`src/rtl/rocket_pkg.sv`:
```
// Shared types, screen/object geometry and the on-screen test for rocket_move.
// Optional macro ROCKET_EXPLOSION_EN adds the S_EXPLODE state.
package rocket_pkg;

   typedef enum logic [1:0] {
      UP    = 2'd0,
      RIGHT = 2'd1,
      DOWN  = 2'd2,
      LEFT  = 2'd3
   } dir_t;

`ifdef ROCKET_EXPLOSION_EN
   typedef enum logic [1:0] {
      S_IDLE     = 2'd0,
      S_FLYING   = 2'd1,
      S_COOLDOWN = 2'd2,
      S_EXPLODE  = 2'd3
   } rocket_state_t;
`else
   typedef enum logic [1:0] {
      S_IDLE     = 2'd0,
      S_FLYING   = 2'd1,
      S_COOLDOWN = 2'd2
   } rocket_state_t;
`endif

   localparam int ROCKET_SIZE = 8;
   localparam int TANK_SIZE   = 32;
   localparam int SCREEN_W    = 640;
   localparam int SCREEN_H    = 480;

   // True when a rocket whose top-left corner is (x,y) lies fully on screen.
   function automatic logic in_bounds(input logic signed [11:0] x,
                                      input logic signed [11:0] y,
                                      input int max_x,
                                      input int max_y);
      return (int'(x) >= 0) && (int'(x) <= max_x) &&
             (int'(y) >= 0) && (int'(y) <= max_y);
   endfunction

endpackage

```
`src/rtl/rocket_move_frame_counter.sv`:
```
// Counts startOfFrame pulses; hit flags the pulse that reaches the terminal count.
module frame_counter #(
   parameter int WIDTH = 8
) (
   input  logic             clk,
   input  logic             reset,
   input  logic             clear,
   input  logic             enable,
   input  logic [WIDTH-1:0] terminal,
   output logic [WIDTH-1:0] count,
   output logic             hit
);

   localparam logic [WIDTH-1:0] ONE = WIDTH'(1);

   logic [WIDTH-1:0] count_q, count_d;

   always_comb begin
      count_d = count_q;
      if (clear)
         count_d = '0;
      else if (enable)
         count_d = count_q + ONE;
   end

   always_ff @(posedge clk) begin
      if (reset)
         count_q <= '0;
      else
         count_q <= count_d;
   end

   assign count = count_q;
   assign hit   = enable && ((count_q + ONE) == terminal);

endmodule

```
`src/rtl/rocket_move.sv`:
```
// Rocket motion controller: launch on fire edge, per-frame advance, retire, cooldown.
// Optional macro ROCKET_EXPLOSION_EN holds an explosion phase after a collision.
module rocket_move #(
   parameter int SPEED           = 4,
   parameter int TANK_SIZE       = rocket_pkg::TANK_SIZE,
   parameter int ROCKET_SIZE     = rocket_pkg::ROCKET_SIZE,
   parameter int SCREEN_W        = rocket_pkg::SCREEN_W,
   parameter int SCREEN_H        = rocket_pkg::SCREEN_H,
   parameter int COOLDOWN_FRAMES = 30,
   parameter int EXPLODE_FRAMES  = 8
) (
   input  logic        clk,
   input  logic        reset,
   input  logic        startOfFrame,
   input  logic        fire_key,
   input  logic [10:0] tank_topLeftX,
   input  logic [10:0] tank_topLeftY,
   input  logic [1:0]  tank_direction,
   input  logic        collision,
   output logic [10:0] topLeftX,
   output logic [10:0] topLeftY,
   output logic [1:0]  last_direction,
   output logic        rocket_enable,
   output logic        explode
);

   import rocket_pkg::*;

   localparam int CNT_W = 8;
   localparam logic signed [11:0] C_OFF = 12'((TANK_SIZE - ROCKET_SIZE) / 2);
   localparam logic signed [11:0] R_SZ  = 12'(ROCKET_SIZE);
   localparam logic signed [11:0] T_SZ  = 12'(TANK_SIZE);
   localparam logic signed [11:0] SPD   = 12'(SPEED);
   localparam int MAX_X = SCREEN_W - ROCKET_SIZE;
   localparam int MAX_Y = SCREEN_H - ROCKET_SIZE;

   rocket_state_t state_q, state_d;
   dir_t          dir_q, dir_d;
   logic [10:0]   x_q, x_d, y_q, y_d;
   logic          en_q, en_d;
   logic          fire_prev_q;
`ifdef ROCKET_EXPLOSION_EN
   logic          explode_q, explode_d;
`endif

   logic signed [11:0] tx_s, ty_s, cur_x, cur_y;
   logic signed [11:0] spawn_x, spawn_y, next_x, next_y;
   logic               fire_edge, tc_hit, tc_enable, tc_clear;
   logic [CNT_W-1:0]   tc_terminal, tc_count;

   assign tx_s      = $signed({1'b0, tank_topLeftX});
   assign ty_s      = $signed({1'b0, tank_topLeftY});
   assign cur_x     = $signed({1'b0, x_q});
   assign cur_y     = $signed({1'b0, y_q});
   assign fire_edge = fire_key && !fire_prev_q;

   always_comb begin
      spawn_x = tx_s + C_OFF;
      spawn_y = ty_s - R_SZ;
      case (dir_t'(tank_direction))
         UP:    begin spawn_x = tx_s + C_OFF; spawn_y = ty_s - R_SZ;  end
         RIGHT: begin spawn_x = tx_s + T_SZ;  spawn_y = ty_s + C_OFF; end
         DOWN:  begin spawn_x = tx_s + C_OFF; spawn_y = ty_s + T_SZ;  end
         LEFT:  begin spawn_x = tx_s - R_SZ;  spawn_y = ty_s + C_OFF; end
         default: ;
      endcase
   end

   always_comb begin
      next_x = cur_x;
      next_y = cur_y;
      case (dir_q)
         UP:    next_y = cur_y - SPD;
         RIGHT: next_x = cur_x + SPD;
         DOWN:  next_y = cur_y + SPD;
         LEFT:  next_x = cur_x - SPD;
         default: ;
      endcase
   end

   // One timer serves cooldown and explosion; a state change always restarts it.
   assign tc_enable   = startOfFrame && (state_q != S_IDLE) && (state_q != S_FLYING);
   assign tc_clear    = (state_d != state_q);
   assign tc_terminal = (state_q == S_COOLDOWN) ? CNT_W'(COOLDOWN_FRAMES)
                                                : CNT_W'(EXPLODE_FRAMES);

   frame_counter #(.WIDTH(CNT_W)) u_timer (
      .clk      (clk),
      .reset    (reset),
      .clear    (tc_clear),
      .enable   (tc_enable),
      .terminal (tc_terminal),
      .count    (tc_count),
      .hit      (tc_hit)
   );

   always_comb begin
      state_d   = state_q;
      dir_d     = dir_q;
      x_d       = x_q;
      y_d       = y_q;
      en_d      = en_q;
`ifdef ROCKET_EXPLOSION_EN
      explode_d = explode_q;
`endif
      case (state_q)
         S_IDLE: begin
            if (fire_edge) begin
               if (in_bounds(spawn_x, spawn_y, MAX_X, MAX_Y)) begin
                  x_d     = spawn_x[10:0];
                  y_d     = spawn_y[10:0];
                  dir_d   = dir_t'(tank_direction);
                  en_d    = 1'b1;
                  state_d = S_FLYING;
               end else begin
                  state_d = S_COOLDOWN;
               end
            end
         end
         S_FLYING: begin
            if (collision) begin
`ifdef ROCKET_EXPLOSION_EN
               explode_d = 1'b1;
               state_d   = S_EXPLODE;
`else
               en_d      = 1'b0;
               state_d   = S_COOLDOWN;
`endif
            end else if (startOfFrame) begin
               if (in_bounds(next_x, next_y, MAX_X, MAX_Y)) begin
                  x_d = next_x[10:0];
                  y_d = next_y[10:0];
               end else begin
                  en_d    = 1'b0;
                  state_d = S_COOLDOWN;
               end
            end
         end
         S_COOLDOWN: begin
            if (tc_hit)
               state_d = S_IDLE;
         end
`ifdef ROCKET_EXPLOSION_EN
         S_EXPLODE: begin
            if (tc_hit) begin
               en_d      = 1'b0;
               explode_d = 1'b0;
               state_d   = S_COOLDOWN;
            end
         end
`endif
         default: state_d = S_IDLE;
      endcase
   end

   always_ff @(posedge clk) begin
      if (reset) begin
         state_q     <= S_IDLE;
         dir_q       <= UP;
         x_q         <= '0;
         y_q         <= '0;
         en_q        <= 1'b0;
         fire_prev_q <= 1'b0;
`ifdef ROCKET_EXPLOSION_EN
         explode_q   <= 1'b0;
`endif
      end else begin
         state_q     <= state_d;
         dir_q       <= dir_d;
         x_q         <= x_d;
         y_q         <= y_d;
         en_q        <= en_d;
         fire_prev_q <= fire_key;
`ifdef ROCKET_EXPLOSION_EN
         explode_q   <= explode_d;
`endif
      end
   end

   assign topLeftX       = x_q;
   assign topLeftY       = y_q;
   assign last_direction = dir_q;
   assign rocket_enable  = en_q;
`ifdef ROCKET_EXPLOSION_EN
   assign explode        = explode_q;
`else
   assign explode        = 1'b0;
`endif

endmodule

```
`config.mk`:
```
export PLATFORM = sky130hd
export DESIGN_NAME = rocket_move
export DESIGN_NICKNAME = d
export VERILOG_FILES = /design/src/rtl/rocket_pkg.sv /design/src/rtl/rocket_move_frame_counter.sv /design/src/rtl/rocket_move.sv
export SDC_FILE = /design/constraint.sdc
export NUM_CORES = 1
export LEC_CHECK = 0
export BUFFER_PORTS_ARGS = -buffer_cell sky130_fd_sc_hd__clkbuf_2
export CORE_ASPECT_RATIO = 0.8
export CORE_UTILIZATION = 59
export CTS_CLUSTER_DIAMETER = 30
export DETAILED_ROUTE_END_ITERATION = 12
export PLACE_DENSITY_LB_ADDON = 0.12
export SYNTH_ARGS = -nofsm -noshare
export SYNTH_HDL_FRONTEND = slang
export SYNTH_SLANG_ARGS = --single-unit
```
`constraint.sdc`:
```
create_clock -name clk -period 4.2 [get_ports clk]
set_clock_uncertainty 0.05 [all_clocks]
set_input_delay 0.42 -clock clk [delete_from_list [all_inputs] [get_ports clk]]
set_output_delay 0.42 -clock clk [all_outputs]
set_load 0.02 [all_outputs]
```
-- Word-level counts from Yosys, hierarchy flattened
Cells that the tools add are included.
- bits in latches: 0
- bits in read-only memories: 0
- bits in writable memories: 0
- word-level logic and storage cells: 96
- input bits: 29
- output and inout port bits: 26
- flip-flop bits (word level): 36
- memories kept: 0
- eq/ne operators: 18
- add/subtract/negate cells: 11
- div/mod/pow operators: 0
- reduce and logical (&&, ||, !) cells: 22
- muxes and demuxes: 30
- shift operators: 0
- $mul: 0
- bitwise operators: 0
- $lt $le $gt $ge: 8
- operator list (cell ; number):
    $mux 11 ; 10
    $pmux 12 s3 ; 2
    $ge 12x1->1 const B ; 4
    $pmux 12 s2 ; 2
    $pmux 11 s2 ; 2
    $add 11x3->12 const B ; 2
    $add 11x4->12 const B ; 2
    $add 11x6->12 const B ; 2
    $le 12x10->1 const B ; 2
    $le 12x11->1 const B ; 2
    $sub 11x3->12 const B ; 2
    $sub 11x4->12 const B ; 2
    $mux 2 ; 6
    $eq 2x2->1 const B ; 5
    $logic_and 1x1->1 ; 10
    $ne 2x2->1 const B ; 5
    $add 8x1->8 const B ; 1
    $eq 8x5->1 ; 1
    $eq 2x1->1 const B ; 3
    $logic_not 2->1 ; 3
    $ne 3x3->1 const B ; 2
    $pmux 2 s3 ; 1
    $reduce_and 6->1 ; 1
    $reduce_or 2->1 ; 3
    other kinds (9) ; 14

-- Logic depth before layout (Yosys ltp)
Gate-level depths: netlist of run 1.
- word-level depth: 12
- depth in mapped cells: 15
- mapped depth without buffers: 12

-- By module
From an unflattened synthesis of run 1, not the netlist that was laid out.
- cells, all modules: 482
- area, all modules: 3738.6 sq um
- modules (own cells, without submodules) (module ; seq. area each (sq um) ; area an instance (sq um) ; times used ; cells an instance):
    rocket_move ; 560.5 ; 3161.8 ; 1 ; 413
    frame_counter ; 160.2 ; 576.8 ; 1 ; 69

-- Least setup slack after synthesis of run 1
OpenSTA, ideal clock, no wires.
- path type: reg-to-reg
- start point: reg dir_q[0] (netlist: last_direction[0])
- end point: reg x_q[4] (netlist: topLeftX[4])
- stages on the path, launching flop included: 15
- clock period less this slack: 3808 ps
- slack: 392 ps
- required time: 4021 ps
- library setup time: 129 ps
- data arrival time: 3629 ps
- cells stage by stage: dfxtp_1 > buf_2 > clkbuf_1 > nand2b_1 > ha_1 > a211o_1 > a221o_1 > a2111oi_2 > a221o_1 > a221oi_1 > a2111o_1 > o21bai_4 > buf_6 > mux2i_1 > nor2_1
- word-level cells in the longest chain between the ends: 8
- elaborated cells on any way between the ends: 19
- classes of those cells: order compare: 4; eq/ne: 4; mux: 6; reduce/logical: 5
- RTL lines (element ; RTL line ; text):
    from (decl) ; rocket_move.sv:38 ; dir_t dir_q, dir_d;
    from (signal assigned) ; rocket_move.sv:169 ; dir_q <= dir_d;
    $eq 2x2->1 or $eq 2x1->1 (tied branches) ; rocket_move.sv:72 ; case (dir_q)
    $pmux 12 s2 ; rocket_move.sv:72 ;
    $ge 12x1->1 or $le 12x11->1 (tied branches) ; rocket_pkg.sv:37 ; return (int'(x) >= 0) && (int'(x) <= max_x) &&
    $logic_and 1x1->1 (2 in a row) ; rocket_pkg.sv:37 ;
    $logic_and 1x1->1 ; rocket_pkg.sv:38 ; (int'(y) >= 0) && (int'(y) <= max_y);
    $ne 2x2->1 (no source line) ; -- ;
    $reduce_and 6->1 (no source line) ; -- ;
    to (signal assigned) ; rocket_move.sv:160 ; x_q <= '0;
    to (signal assigned) ; rocket_move.sv:170 ; x_q <= x_d;
    to (decl) ; rocket_move.sv:39 ; logic [10:0] x_q, x_d, y_q, y_d;
Several ways; a longest one is shown, not always the timed one. The select of a mux whose other input is x is not followed.
A chain may end at the register's enable or synchronous reset.

-- Worst setup path after layout of run 1
- start point: reg dir_q[1] (netlist: last_direction[1])
- end point: reg x_q[3] (netlist: topLeftX[3])
The elaborated chain is that of the path after synthesis.

==> parameters.txt, run 1 <==
Parameter                              Value

Yosys
  Distinct cell type count after synthesis    73
  Number of synthesized flops with an enable pin    0
  Fraction of registers with async set or reset after synthesis    0%
  Synth Instances    500
  Mapped Nets    552
  Leading area contributor after synthesis    dfxtp_1
  Synth Register Bits    36
  Post-Synthesis Mean Instance Area    7.41 sq um
  Portion of synthesized cell area occupied by the leading cell type    19.5%
  Most instantiated library cell after synthesis    nor2_1
  Post-synthesis sequential area ratio    19.5%
  Synthesis warning total    0
  Area contributors post-synth    dfxtp_1 (19%), ha_1 (7.4%), nor2_1 (5.5%)
  Syn Std Cell Area    3700 sq um
  Most common library cells after synthesis    nor2_1 (54), nand2_1 (40), dfxtp_1 (36)
  Most common flop cell mapped by yosys    dfxtp_1

CTS
  CTS Buf Count    5
  Number of hold-repair buffers added at the cts stage    0
  Maximum number of buffers from clock root to sink    2
  Clock tree from TritonCTS    done
  Setup Buffers After CTS    0
  Clk Latency, worst-skew pair    0.29 ns
  Count of cells resized by post-cts repair    0
  Total number of clock tree sinks    36
  Clock Tree Root    clkbuf_8
  Reg clk slew, reported paths    0.08 ns
  Maximum level of the CTS H-tree    2

Die
  Die Wd    90.6 microns
  Die area    6600 sq um
  Core Footprint    5970 sq um
  Core Rows    25
  Chip height    72.9 microns
  Count of boundary I/O pins    55
  Initial Util    62.0%

STA
  Slew Limit Fails    0
  Endpoints failing hold    0
  Total Negative Setup Slacks    0 ns
  Hold Slack    0.333 ns
  Count of final setup violators    0
  Slew @ Worst Pin    0.655 ns
  Max_slew headroom    56.3%
  Unrepaired setup endpoints after global routing    false
  Time the worst path needs with I/O delays and setup    3.78 ns
  Final cycle utilization of the critical path    89.9%
  Max frequency    265 MHz

Place
  DPL Wire Length    7140 microns
  Instance area at placement    3950 sq um
  Weighted congestion at the end of routability-driven global placement    0.890
  Quantity of I/O buffers inserted on ports    53
  Number of placed cells counting well taps    603

Power
  LEAKAGE    0.00164 uW
  VDD IR max    147 uV
  Power density over the cells    218 nW/um^2

Setup path
  Maximum fanout encountered on the critical timing path    23
  Crit Path Class    reg -> reg
  Cell mode on critical path    a221o_1
  CP Capture Type    flip-flop
  Critical Path Slowest Stage Cell    o21bai_4
  Kind of start point of the critical path    flip-flop
  Largest stage delay on the critical path    0.54 ns
  Arrival time of data at the critical path endpoint    3.91 ns
  Endpoint required time on the critical path    4.33 ns
  Critical-path cell list    nand2b_1, ha_1, o211a_1, a221o_1, a2111oi_2, a221o_1, a221oi_1, a2111o_1, o21bai_4, o21ai_0, a22o_1

Drt
  Final WL    9550 microns
  Pre-Repair DR Iteration Count    4
  DRC violations left    0
  Post-detailed-route wirelength per cell    15.6 microns
  Number of DRC violations after detailed-routing iteration 0    275
  DR vias    3747
  Number of nets with antenna violations after detailed routing    0
  Per-cell via count in the routed design    6.13

Finish
  Non-filler cells, final    611
  Layout cells sized above 1    14.7%
  Syn-to-layout area delta    9.59%
  Post-layout nets    581
  Area of all placed cells without fillers    4060 sq um
  Fillers    554
  Antenna diode instance count    0

Global routing
  Total global routing track utilization    29.0%
  Global-route wire length before repair    15700 microns
  Grt met1 use    40.6%
  Grt ovf    0
  Initial antenna violation count    0
  Maximum number of pins on one net before global-route repair    35
  Via count of the first global-routing pass    3358
  Met3 track demand over resource    3.33%
  Most Crowded Layer GR    met2
  Global routing usage on met2    47.4%

Run status
  Outcome    finished, final reports clean

Flow run
  Max_cap viols    0

Hold path
  Path class of the lowest-slack min-delay path    in -> reg
[final timing paths]
path                            cells after the start          end  slack (ns)               from
worst max register to register                     11  topLeftX[3]        0.42  last_direction[1]
worst min-delay path                                2  fire_prev_q        0.33           fire_key
worst min register to register                      2  topLeftY[7]        0.47        topLeftY[7]
worst max-delay path                               11  topLeftX[3]        0.42  last_direction[1]
[final cells by class]
type                       instances  area [sq um]  share of cell area [%]
sequential                        36           721                    17.8
timing repair buffer              57           295                    7.27
clock inverter                     3          42.5                    1.05
multi-input combinational        405          2740                    67.5
tap                               81           101                    2.50
inverter                          24          90.1                    2.22
clock buffer                       5          68.8                    1.70
[critical path, delay by kind of cell (launching register included)]
kind | cells | cell delay (ns)
and+or+nand+nor | 1 | 0.26
DFF | 1 | 0.37
adders and majority gates | 1 | 0.46
AOI/OAI and AO/OA | 9 | 2.53
[layer usage]
layer,share of wire (%),up-vias
met5,0,-
met4,1.5,0
met3,5.9,18
met2,44,133
met1,49,1734
li1,-,1862
[flip-flops by register name, indices dropped and copies added (netlist names)]
register        flops
last_direction      2
u_timer.count       8
rocket_enable       1
state_q             2
fire_prev_q         1
topLeftY           11
topLeftX           11
[power breakdown]
group	total (uW)	switching (uW)	internal, uW
registers	358	10.2	347
clock network	307	132	176
logic	222	131	90.3
total	886	273	613
[cells by family after synthesis]
group	share of synthesized area (%)
other	0.101
adder cells (fa/ha/maj)	7.97
XOR/XNOR	8.51
AO/OA/AOI/OAI	23.0
multiplexers	5.78
AND/OR/NAND/NOR	28.6
flip-flops	19.5
buffers and inverters	6.55
[layout by cell type, fill, tap and decap left out, drive strengths merged, types with 3 or more instances in the layout]
cell	count
clkbuf	58
nor2	54
nand2	40
dfxtp	36
o21ai	36
inv	24
xnor2	22
ha	22
nor3	19
a21oi	18
mux2i	18
xor2	14
nand3	13
nand2b	12
nor3b	10
and3	9
nor2b	8
or3	8
nand4	8
a211oi	8
a221oi	5
nand3b	5
o41ai	4
nor4b	4
o31ai	4
buf	4
a22oi	4
and2	3
a32oi	3
a21o	3
mux2	3
a22o	3
[per-stage QoR]
stage	util, %	total power [uW]	worst slack, ns
after floorplan	-	520	0.392
after global placement	66.1	577	0.567
after detailed placement	66.1	582	0.458
after CTS	67.9	884	0.457
after global routing	67.9	928	0.161
final	67.9	886	0.422
(Power assumes the default switching activity.)
==> inputs of run 2 (changes only) <==
--- a/config.mk
+++ b/config.mk
@@ -7,7 +7,7 @@
 export LEC_CHECK = 0
 export BUFFER_PORTS_ARGS = -buffer_cell sky130_fd_sc_hd__clkbuf_2
 export CORE_ASPECT_RATIO = 0.8
-export CORE_UTILIZATION = 59
+export CORE_UTILIZATION = 55
 export CTS_CLUSTER_DIAMETER = 30
 export DETAILED_ROUTE_END_ITERATION = 12
 export PLACE_DENSITY_LB_ADDON = 0.12
==> run 2 against run 1 <==
Global-route usage shrank 1.7 points. Routed wire length shrank 0.66%. Sequential share of layout area hardly changed. Power shrank 4.0%. Sequential cell count is the same. Worst hold slack worse by 0.019 ns. Utilization decreased by 5.1 points. Critical path depth unchanged. Clock power fell by 11%. Combinational power about the same. Via count is 1.6% lower. Critical endpoint is now topLeftX[8]. Largest cell class unchanged.
==> parameters.txt, run 2 (synthesis results as in run 1) <==
Parameter                              Value

Run status
  Outcome    finished, final reports clean

STA
  Endpoints failing hold    0
  Unrepaired setup endpoints after global routing    false
  Max_slew headroom    53.9%
  Count of final setup violators    0
  Setup slack of the critical path after layout    0.285 ns
  Max frequency    255 MHz
  Time the worst path needs with I/O delays and setup    3.91 ns
  Slew @ Worst Pin    0.692 ns
  Final cycle utilization of the critical path    93.2%
  Slew Limit Fails    0
  Total Negative Setup Slacks    0 ns

Die
  Die Wd    93.7 microns
  Count of boundary I/O pins    55
  Chip height    75.4 microns
  Core Footprint    6440 sq um
  Initial Util    57.5%
  Die area    7070 sq um
  Core Rows    26

Setup path
  Critical Path Slowest Stage Cell    o21bai_4
  R2R cell count    11
  Count of cell instances traversed by the critical path    11
  Maximum fanout encountered on the critical timing path    23
  Kind of start point of the critical path    flip-flop
  Delay-heaviest family, CP    compound AO/OA/AOI/OAI gates
  Arrival time of data at the critical path endpoint    4.02 ns
  CP Capture Type    flip-flop
  Crit Path Class    reg -> reg
  Cell mode on critical path    a221o_1
  Endpoint required time on the critical path    4.30 ns
  Largest stage delay on the critical path    0.56 ns
  Buffers and inverters on the worst path    0
  Critical-path cell list    nand2b_1, ha_1, a211o_1, a221o_1, a2111oi_2, a221o_1, a221oi_1, a2111o_1, o21bai_4, mux2i_1, o21ai_0

Drt
  Per-cell via count in the routed design    6.01
  Post-detailed-route wirelength per cell    15.5 microns
  Number of DRC violations after detailed-routing iteration 0    195
  DR vias    3687
  DRC violations left    0
  Number of nets with antenna violations after detailed routing    0
  Pre-Repair DR Iteration Count    5
  Final WL    9490 microns

CTS
  Number of hold-repair buffers added at the cts stage    0
  Setup Buffers After CTS    0
  Count of cells resized by post-cts repair    0
  Clk Latency, worst-skew pair    0.29 ns
  Maximum number of buffers from clock root to sink    2
  Clock tree from TritonCTS    done
  Clock Tree Root    clkbuf_8
  CTS Buf Count    5
  Total number of clock tree sinks    36
  Maximum level of the CTS H-tree    2
  Reg clk slew, reported paths    0.07 ns

Place
  Weighted congestion at the end of routability-driven global placement    0.887
  Worst slack after detailed placement    0.355 ns
  Number of placed cells counting well taps    606
  DPL Wire Length    7020 microns
  Quantity of I/O buffers inserted on ports    53

Global routing
  Global-route wire length before repair    15300 microns
  Most Crowded Layer GR    met1
  Maximum number of pins on one net before global-route repair    44
  Grt ovf    0
  Global routing usage on met2    39.8%
  Via count of the first global-routing pass    3110
  Met3 track demand over resource    3.89%
  Grt met1 use    41.9%
  Initial antenna violation count    0
  Total global routing track utilization    27.4%

Finish
  Post-layout nets    581
  Antenna diode instance count    0
  Fillers    618
  Commonest non-fill, non-tap cell in the layout    nor2_1
  Non-filler cells, final    613
  Commonest non-fill, non-tap cells in the layout    nor2_1 (54), clkbuf_2 (53), nand2_1 (40)
  Layout cells sized above 1    14.6%
  Syn-to-layout area delta    9.29%

Hold path
  Number of cells traversed by the worst hold path    2
  Path class of the lowest-slack min-delay path    in -> reg

Power
  VDD IR max    116 uV
  Power density over the cells    210 nW/um^2
  LEAKAGE    0.00164 uW

Flow run
  Max_cap viols    0
run 2: cell type report:
type / count / area (sq um) / share of cell area [%]
Timing Repair Buffer: 57 / 295 / 7.30
Inverter: 24 / 90.1 / 2.23
Sequential cell: 36 / 721 / 17.8
Tap cell: 84 / 105 / 2.60
Clock buffer: 7 / 96.3 / 2.38
Multi-Input combinational cell: 405 / 2740 / 67.7
run 2: per-stage QoR:
stage	area, sq um	hold slack, ns	utilization [%]	power [uW]
4_1_cts	4050	0.316	62.8	849
3_5_place_dp	3950	0.453	61.3	583
3_3_place_gp	3950	0.445	61.3	578
5_1_grt	4050	0.336	62.8	891
6_report	4050	0.314	62.8	851
2_1_floorplan	3700	0.430	-	520
run 2: path summary, 6_finish.rpt:
check,from,endpoint,slack (ns)
setup / recovery,last_direction[0],topLeftX[8],0.29
hold reg to reg,rocket_enable,rocket_enable,0.47
hold / removal,fire_key,fire_prev_q,0.31
setup reg to reg,last_direction[0],topLeftX[8],0.29
run 2: where the power goes:
| group | switching, uW | total, uW | internal [uW] |
|---|---|---|---|
| clock | 127 | 273 | 146 |
| combinational | 130 | 221 | 90.8 |
| sequential | 9.86 | 357 | 347 |
| total | 267 | 851 | 584 |
run 2: routing by layer:
metal / vias to the layer above / share of wire [%]
met5: - / 0
met4: 0 / 0.64
met3: 4 / 5.5
met2: 132 / 42
met1: 1685 / 52
li1: 1866 / -
==> inputs of run 3 (changes only) <==
--- a/config.mk
+++ b/config.mk
@@ -7,7 +7,7 @@
 export LEC_CHECK = 0
 export BUFFER_PORTS_ARGS = -buffer_cell sky130_fd_sc_hd__clkbuf_2
 export CORE_ASPECT_RATIO = 0.8
-export CORE_UTILIZATION = 55
+export CORE_UTILIZATION = 25
 export CTS_CLUSTER_DIAMETER = 30
 export DETAILED_ROUTE_END_ITERATION = 12
 export PLACE_DENSITY_LB_ADDON = 0.12
==> run 3 against run 2 <==
The flow now finishes with violations (design-rule violations). First-iteration DRC count decreased by 18%. Power is 13% higher. Register-to-register slack better by 0.11 ns. Sequential cell count unchanged. Final area up 5.0%. Clock-buffer cell count grew 1. Maximum frequency rose by 2.8%. Die area up 120%. Highest routed layer unchanged. Largest power group is now clock. Routed wire length is 19% higher. Sequential share of layout area down 0.84 points.
==> parameters.txt, run 3 (synthesis results as in run 1) <==
Parameter                              Value

Run status
  Outcome    finished with violations
  Violations in the final reports    design-rule violations

Place
  Weighted congestion at the end of routability-driven global placement    0.811
  Quantity of I/O buffers inserted on ports    53
  DPL Wire Length    8570 microns
  Instance area at placement    4090 sq um
  Number of placed cells counting well taps    708

Setup path
  Kind of start point of the critical path    flip-flop
  Largest stage delay on the critical path    0.63 ns
  Crit Path Class    reg -> reg
  Critical Path Slowest Stage Cell    o21bai_2
  Arrival time of data at the critical path endpoint    3.88 ns
  Buffers and inverters on the worst path    0
  Endpoint required time on the critical path    4.27 ns
  Delay-heaviest family, CP    compound AO/OA/AOI/OAI gates
  CP Capture Type    flip-flop
  Critical-path cell list    nand2b_1, ha_1, a211o_1, a221o_1, a2111oi_2, a221o_1, a221oi_1, a2111o_1, o21bai_2, a32oi_1
  Cell mode on critical path    a221o_1
  Maximum fanout encountered on the critical timing path    11

Die
  Count of boundary I/O pins    55
  Die Wd    138 microns
  Die area    15300 sq um
  Core Footprint    14400 sq um
  Core Rows    39
  Initial Util    25.7%
  Chip height    111 microns

Global routing
  Maximum number of pins on one net before global-route repair    35
  Via count of the first global-routing pass    3736
  Global-route wire length before repair    19100 microns
  Total global routing track utilization    15.2%
  Initial antenna violation count    0
  Grt ovf    0

Drt
  Per-cell via count in the routed design    5.18
  Final WL    11300 microns
  DR vias    3717
  Post-detailed-route wirelength per cell    15.8 microns
  Pre-Repair DR Iteration Count    9
  Number of DRC violations after detailed-routing iteration 0    160
  Number of nets with antenna violations after detailed routing    0
  DRC violations left    6

STA
  Unrepaired setup endpoints after global routing    false
  Final cycle utilization of the critical path    90.7%
  Max_slew headroom    49.7%
  Slew Limit Fails    0
  Endpoints failing hold    0
  Count of final setup violators    0
  Slew @ Worst Pin    0.754 ns
  Time the worst path needs with I/O delays and setup    3.81 ns
  Total Negative Setup Slacks    0 ns
  Max frequency    263 MHz

Finish
  Layout cells sized above 1    14.8%
  Non-filler cells, final    717
  Commonest non-fill, non-tap cells in the layout    nor2_1 (54), clkbuf_2 (53), nand2_1 (40)
  Area of all placed cells without fillers    4250 sq um
  Post-layout nets    584
  Antenna diode instance count    0
  Syn-to-layout area delta    14.7%
  Commonest non-fill, non-tap cell in the layout    nor2_1
  Fillers    1593

CTS
  Clock tree from TritonCTS    done
  Count of cells resized by post-cts repair    0
  Clock Tree Root    clkbuf_16
  Number of hold-repair buffers added at the cts stage    0
  CTS Buf Count    5
  Maximum level of the CTS H-tree    2
  Maximum number of buffers from clock root to sink    2
  Clk Latency, worst-skew pair    0.28 ns
  Total number of clock tree sinks    36
  Reg clk slew, reported paths    0.06 ns

Power
  Power density over the cells    227 nW/um^2
  LEAKAGE    0.00167 uW
  VDD IR max    131 uV

Flow run
  Max_cap viols    0

Hold path
  Path class of the lowest-slack min-delay path    in -> reg
-- run 3: changes by cell type in the layout (fill, tap and decap cells not counted) --
| cell | change |
|---|---|
| clkbuf_1 | +2 |
| buf_4 | +2 |
| clkbuf_8 | -6 |
| o21bai_2 | +1 |
| clkbuf_16 | +5 |
-- run 3: final timing paths --
path	slack, ns	cells after the start	startpoint	to
hold reg to reg	0.45	2	rocket_enable	rocket_enable
setup reg to reg	0.39	10	last_direction[1]	topLeftY[7]
hold / removal	0.34	2	fire_key	fire_prev_q
setup / recovery	0.39	10	last_direction[1]	topLeftY[7]
-- run 3: where the power goes --
group	switching [uW]	internal [uW]	total (uW)
sequential	9.71	348	358
clock	146	237	383
combinational	134	90.9	225
total	290	676	966
-- run 3: metrics by stage --
| stage | total power (uW) | setup slack [ns] | hold WS [ns] | utilization, % |
|---|---|---|---|---|
| after floorplan | 520 | 0.392 | 0.430 | - |
| after global placement | 591 | 0.361 | 0.435 | 28.4 |
| after detailed placement | 590 | 0.224 | 0.436 | 28.4 |
| after CTS | 987 | 0.220 | 0.325 | 29.4 |
| after global routing | 1020 | 0.0561 | 0.359 | 29.5 |
| final | 966 | 0.391 | 0.338 | 29.5 |
-- run 3: timing repair --
action	CTS	global route
hold endpoints to repair	0	0
buffers inserted	0	0
setup endpoints to repair	0	10
-- run 3: cell type report --
class	count	area, sq um	share of cell area, %
Multi-Input combinational cell	406	2750	64.8
Sequential cell	36	721	17.0
Timing Repair Buffer	59	310	7.30
Tap cell	184	230	5.42
Clock buffer	8	146	3.45
Inverter	24	90.1	2.12
-- run 3: routing by layer --
metal,GRT usage (%),wire [microns],vias to the layer above
met5,0,0,-
met4,2.62,44,0
met3,2.55,351,5
met2,25.0,5070,62
met1,20.9,5830,1777
li1,-,-,1873
